--- src/rtl/fetch_unit.sv ---
// rtl/fetch_unit.sv - instruction-fetch initiator with in-order fetch queue
//
// Owns the program counter and drives it as the byte address of a
// combinational instruction memory. Each returned word is captured together
// with its PC in a circular queue of DEPTH entries. The queue head is offered
// to decode over a valid/ready handshake. A redirect from execute flushes the
// queue and restarts fetch at the target.
//
// Ports:
//   clk            single clock, rising edge
//   rst            synchronous active-high reset
//   imem_addr      byte address to instruction memory (the PC register)
//   imem_inst      instruction word for imem_addr, same cycle
//   redirect_valid execute requests a PC change this cycle
//   redirect_pc    redirect target byte address
//   id_valid       queue head presented to decode
//   id_pc          PC of the head entry
//   id_inst        instruction of the head entry
//   id_ready       decode accepts the head this cycle
//   fault          sticky misaligned-redirect flag
//
// Optional feature: define FETCH_MISALIGN_CHECK_EN to make a redirect whose
// target is not word aligned set the sticky fault flag, which blocks further
// fetch until reset. Without it, fault is tied to 0.

module fetch_unit #(
   parameter logic [31:0] RESET_PC = 32'h0000_0000,
   parameter int          DEPTH    = 2
) (
   input  logic        clk,
   input  logic        rst,
   output logic [31:0] imem_addr,
   input  logic [31:0] imem_inst,
   input  logic        redirect_valid,
   input  logic [31:0] redirect_pc,
   output logic        id_valid,
   output logic [31:0] id_pc,
   output logic [31:0] id_inst,
   input  logic        id_ready,
   output logic        fault
);

   localparam int             PW   = $clog2(DEPTH);
   localparam int             CW   = PW + 1;
   localparam logic [CW-1:0]  FULL = CW'(DEPTH);

   logic [31:0]   pc;
   logic [31:0]   q_pc   [DEPTH];
   logic [31:0]   q_inst [DEPTH];
   logic [PW-1:0] rd_ptr;
   logic [PW-1:0] wr_ptr;
   logic [CW-1:0] count;
   logic          push;
   logic          pop;

   assign imem_addr = pc;

   // A redirect hides the head so the entry presented in that cycle is
   // never accepted; this also suppresses the pop.
   assign id_valid = (count != '0) & ~redirect_valid;
   assign id_pc    = q_pc[rd_ptr];
   assign id_inst  = q_inst[rd_ptr];

   assign pop  = id_valid & id_ready;
   // A full queue still accepts a new word when the head leaves this cycle.
   assign push = ~redirect_valid & ~fault & ((count < FULL) | pop);

`ifdef FETCH_MISALIGN_CHECK_EN
   logic fault_q;

   always_ff @(posedge clk) begin
      if (rst) begin
         fault_q <= 1'b0;
      end else if (redirect_valid && (redirect_pc[1:0] != 2'b00)) begin
         fault_q <= 1'b1;
      end
   end

   assign fault = fault_q;
`else
   assign fault = 1'b0;
`endif

   always_ff @(posedge clk) begin
      if (rst) begin
         pc     <= RESET_PC;
         rd_ptr <= '0;
         wr_ptr <= '0;
         count  <= '0;
      end else if (redirect_valid) begin
         pc     <= redirect_pc;
         rd_ptr <= '0;
         wr_ptr <= '0;
         count  <= '0;
      end else begin
         if (push) begin
            wr_ptr <= wr_ptr + 1'b1;
            pc     <= pc + 32'd4;
         end
         if (pop) begin
            rd_ptr <= rd_ptr + 1'b1;
         end
         case ({push, pop})
            2'b10:   count <= count + 1'b1;
            2'b01:   count <= count - 1'b1;
            default: count <= count;
         endcase
      end
   end

   // Entry storage needs no reset: count gates whether anything is visible.
   always_ff @(posedge clk) begin
      if (push && !rst) begin
         q_pc[wr_ptr]   <= pc;
         q_inst[wr_ptr] <= imem_inst;
      end
   end

endmodule
--- config.mk ---
export PLATFORM = sky130hd
export DESIGN_NAME = fetch_unit
export DESIGN_NICKNAME = d
export VERILOG_FILES = /design/src/rtl/fetch_unit.sv
export SDC_FILE = /design/constraint.sdc
export NUM_CORES = 1
export LEC_CHECK = 0
export BUFFER_PORTS_ARGS = -buffer_cell sky130_fd_sc_hd__clkbuf_2
export CAP_MARGIN = 20
export CORE_MARGIN = 3
export CORE_UTILIZATION = 48
export DETAILED_ROUTE_END_ITERATION = 10
export GPL_TIMING_DRIVEN = 0
export PLACE_DENSITY = 0.73
export SYNTH_ARGS = -nofsm -noshare
export SYNTH_HDL_FRONTEND = slang
export SYNTH_SLANG_ARGS = --single-unit
--- constraint.sdc ---
create_clock -name clk -period 4.55 [get_ports clk]
set_input_delay 0.6825 -clock clk [delete_from_list [all_inputs] [get_ports clk]]
set_output_delay 0.6825 -clock clk [all_outputs]
set_load 0.005 [all_outputs]
==> out/results.ini <==
[route]
drc_errors=0
routedWlPerCell_um=18.8
wl_um=15800
drtIter0Drc=421
vias_per_cell=5.72
postRouteAntennaNets=0
firstDrtPassIters=5
vias=4813

[logic_synthesis]
syn-cell-area_um2=6810
netlist_top_cells_area=edfxtp_1 56%, dfxtp_1 11%, mux2_2 11%
synth_edf_count=128
ys_async_sr_fraction_pct=0
synth.most_common_cell=edfxtp_1
synth_top_area_share_pct=56.4
yosysWarningCount=0
yosys-top-cells-count=128 x edfxtp_1, 64 x mux2_2, 37 x dfxtp_1
synth_seq_area_share_pct=67.3
synth_flop_cell=edfxtp_1
syn_inst=468
synth.distinct_cells=56
yosys.area.top_type=edfxtp_1
ys_ff_latch=165
syn_nets=538
syn_avg_cell_area_um2=14.6

[final_layout]
fillCellCount=1086
final_nets=722
antenna_cells=0
drive_above_1_share_pct=41.8
layout.cells.non_filler=841
areaGrowthSynthToFinish_pct=24.7
final_area_um2=8500

[global_route]
grt_max_degree=65
overflow=0
antenna_found_initial=0
grt_pass1_wl_um=25000
grt_pass1_vias=4840
grt_usage_pct=20.1

[pwr]
clkPwrFrac_pct=41.8
power_density_nw_per_um2=399
peakVddDrop_uv=231
p_int_mw=2.63
power.switching_mw=0.759
combPwrFrac_pct=6.7
p_leak_nw=3.12
p_seq_share_pct=51.5
switching_share_pct=22.4

[outcome]
status=finished clean

[critical_path]
crit_fanout=10
r2r-end=q_inst[0][24]$_DFFE_PP_
cp_data_arrival_time_ns=2.28
cpMaxStageDelayCell=clkbuf_1
max_stage_delay_ns=0.51
cp-start-kind=flop
rr_startpoint=count[1]$_SDFFE_PP0P_
end_kind=output pin
rrSetupSlack_ns=1.79
crit_top_cell=clkbuf_1
r2r_cells=5
path_cells=clkbuf_1, clkbuf_1, mux2_2, clkbuf_2
critical_path_class=reg -> out
critical_path_required_ns=3.87

[clocking]
clock_sinks=165
clock_path_buffers=2
tritoncts=yes
holdBufCountCts=0
cts-resized-gates=0
post_cts_buffers=0
clkLatencyLatePin_ns=0.42
cts-root-buf=clkbuf_16
cts_buffers=17
cts.htree.levels=4
path_clk_slew_ns=0.06

[min_path]
worstHoldStart=imem_inst[18]
hold_depth=1
whs_endpoint=q_inst[1][18]$_DFFE_PP_
min_path_type=in -> reg

[die]
num_rows=42
core_um2=13600
die-area_um2=15700
dieWidth_um=125
die_height_um=125
start_util_pct=50.3
ioPinCount=166

[placed_design]
dpl-instance-area_um2=7910
gp_congestion=0.908
dp_hpwl_um=11100
dp_cells=809
portBuffers=163

[sta]
setup_violations=0
rsz0062_at_grt=no
min_period_over_period_pct=65.1
slew-limit-headroom_pct=38.7
min_period_ns=2.96
slew_violations=0
worst-slew-pin-transition_ns=0.913
fmaxAchievable_ghz=0.338
skew_ns=0.0132
final-hold-violation-count=0

[flow_run]
maxCapViolations=0

[placed cells by master (no fill, tap or decap), types with 3 or more instances in the layout]
cell and count:
edfxtp_1 128, nand3_1 13, or2_2 3, nand4_1 4, xnor2_1 8, o21ai_0 7
inv_6 3, nor4_1 6, or4_1 9, o31ai_1 10, a311oi_1 17, a2111oi_0 3
clkbuf_16 17, nor3_1 6, clkbuf_1 17, inv_1 12, o211ai_1 3, a21oi_1 8
or3_1 4, clkbuf_2 163, and4_1 4, buf_1 5, a211o_1 3, nand2_1 17
a211oi_1 10, xor2_1 4, nor2_1 28, mux2_2 64, clkinv_2 4, dfxtp_1 37
[final cells by class]
| class | instances | area (um2) | area share (%) |
|---|---|---|---|
| sequential | 165 | 4580 | 54.0 |
| multi-input combinational | 265 | 2080 | 24.4 |
| timing repair buffer | 165 | 863 | 10.2 |
| clock buffer | 18 | 439 | 5.17 |
| tap | 176 | 220 | 2.59 |
| clock inverter | 14 | 150 | 1.77 |
| buffer | 26 | 118 | 1.38 |
| inverter | 12 | 45.0 | 0.530 |
[state kept, by name, summed over array words and instances (netlist names), named ones only]
register / cells
q_inst: 64
q_pc: 64
imem_addr: 32
count: 2
rd_ptr: 1
wr_ptr: 1
[worst max path at each step]
stage                              endpoint  depth (start not counted)
global route                      id_pc[17]                          4
CTS                               id_pc[26]                          4
finish                            id_pc[26]                          4
detailed placement  q_inst[0][24]$_DFFE_PP_                          6
floorplan            q_inst[0][0]$_DFFE_PP_                          3
global placement      q_pc[0][14]$_DFFE_PP_                          4
[power groups by stage]
stage / Sequential, mW / Clock [mW] / Combinational, mW
finish: 1.74 / 1.42 / 0.228
global route: 1.75 / 1.51 / 0.251
CTS: 1.74 / 1.44 / 0.230
detailed placement: 1.77 / 0 / 0.229
global placement: 1.77 / 0 / 0.216
floorplan: 1.76 / 0 / 0.110
[per-stage QoR]
stage / power (mW) / setup TNS, ns / util, % / hold WS (ns) / worst slack (ns)
2_1_floorplan: 1.87 / 0 / - / 0.470 / 1.00
3_3_place_gp: 1.99 / -9.95 / 57.9 / 0.483 / -0.159
3_5_place_dp: 2.00 / 0 / 58.3 / 0.494 / 1.35
4_1_cts: 3.41 / 0 / 62.7 / 0.433 / 1.49
5_1_grt: 3.51 / 0 / 62.7 / 0.435 / 1.40
6_report: 3.39 / 0 / 62.7 / 0.455 / 1.59
[worst max-delay path: cells and delay by family, from the launching register on]
family	cells	cell delay [ns]
buf+inv	3	1.13
flops	1	0.32
mux	1	0.40
[metal layers]
layer,routed length [um],vias up,part of all wire [%],track usage [%]
li1,-,2206,-,-
met1,6850,2312,43,27.4
met2,7390,266,47,31.8
met3,1360,29,8.6,5.50
met4,218,0,1.4,6.38
met5,0,-,0,0
[cells by family (layout without fill, tap and decap cells)]
group | after synthesis | after routing | synth area share [%]
multiplexers | 66 | 66 | 10.9
flip-flops | 165 | 165 | 67.3
AND/OR/NAND/NOR | 112 | 112 | 9.27
buffers and inverters | 38 | 235 | 2.39
adder cells (fa/ha/maj) | 2 | 2 | 0.367
XOR/XNOR | 12 | 12 | 1.54
other | 1 | 1 | 0.0550
AO/OA/AOI/OAI | 72 | 72 | 8.23
No activity file was read; power rests on OpenSTA's default activity.
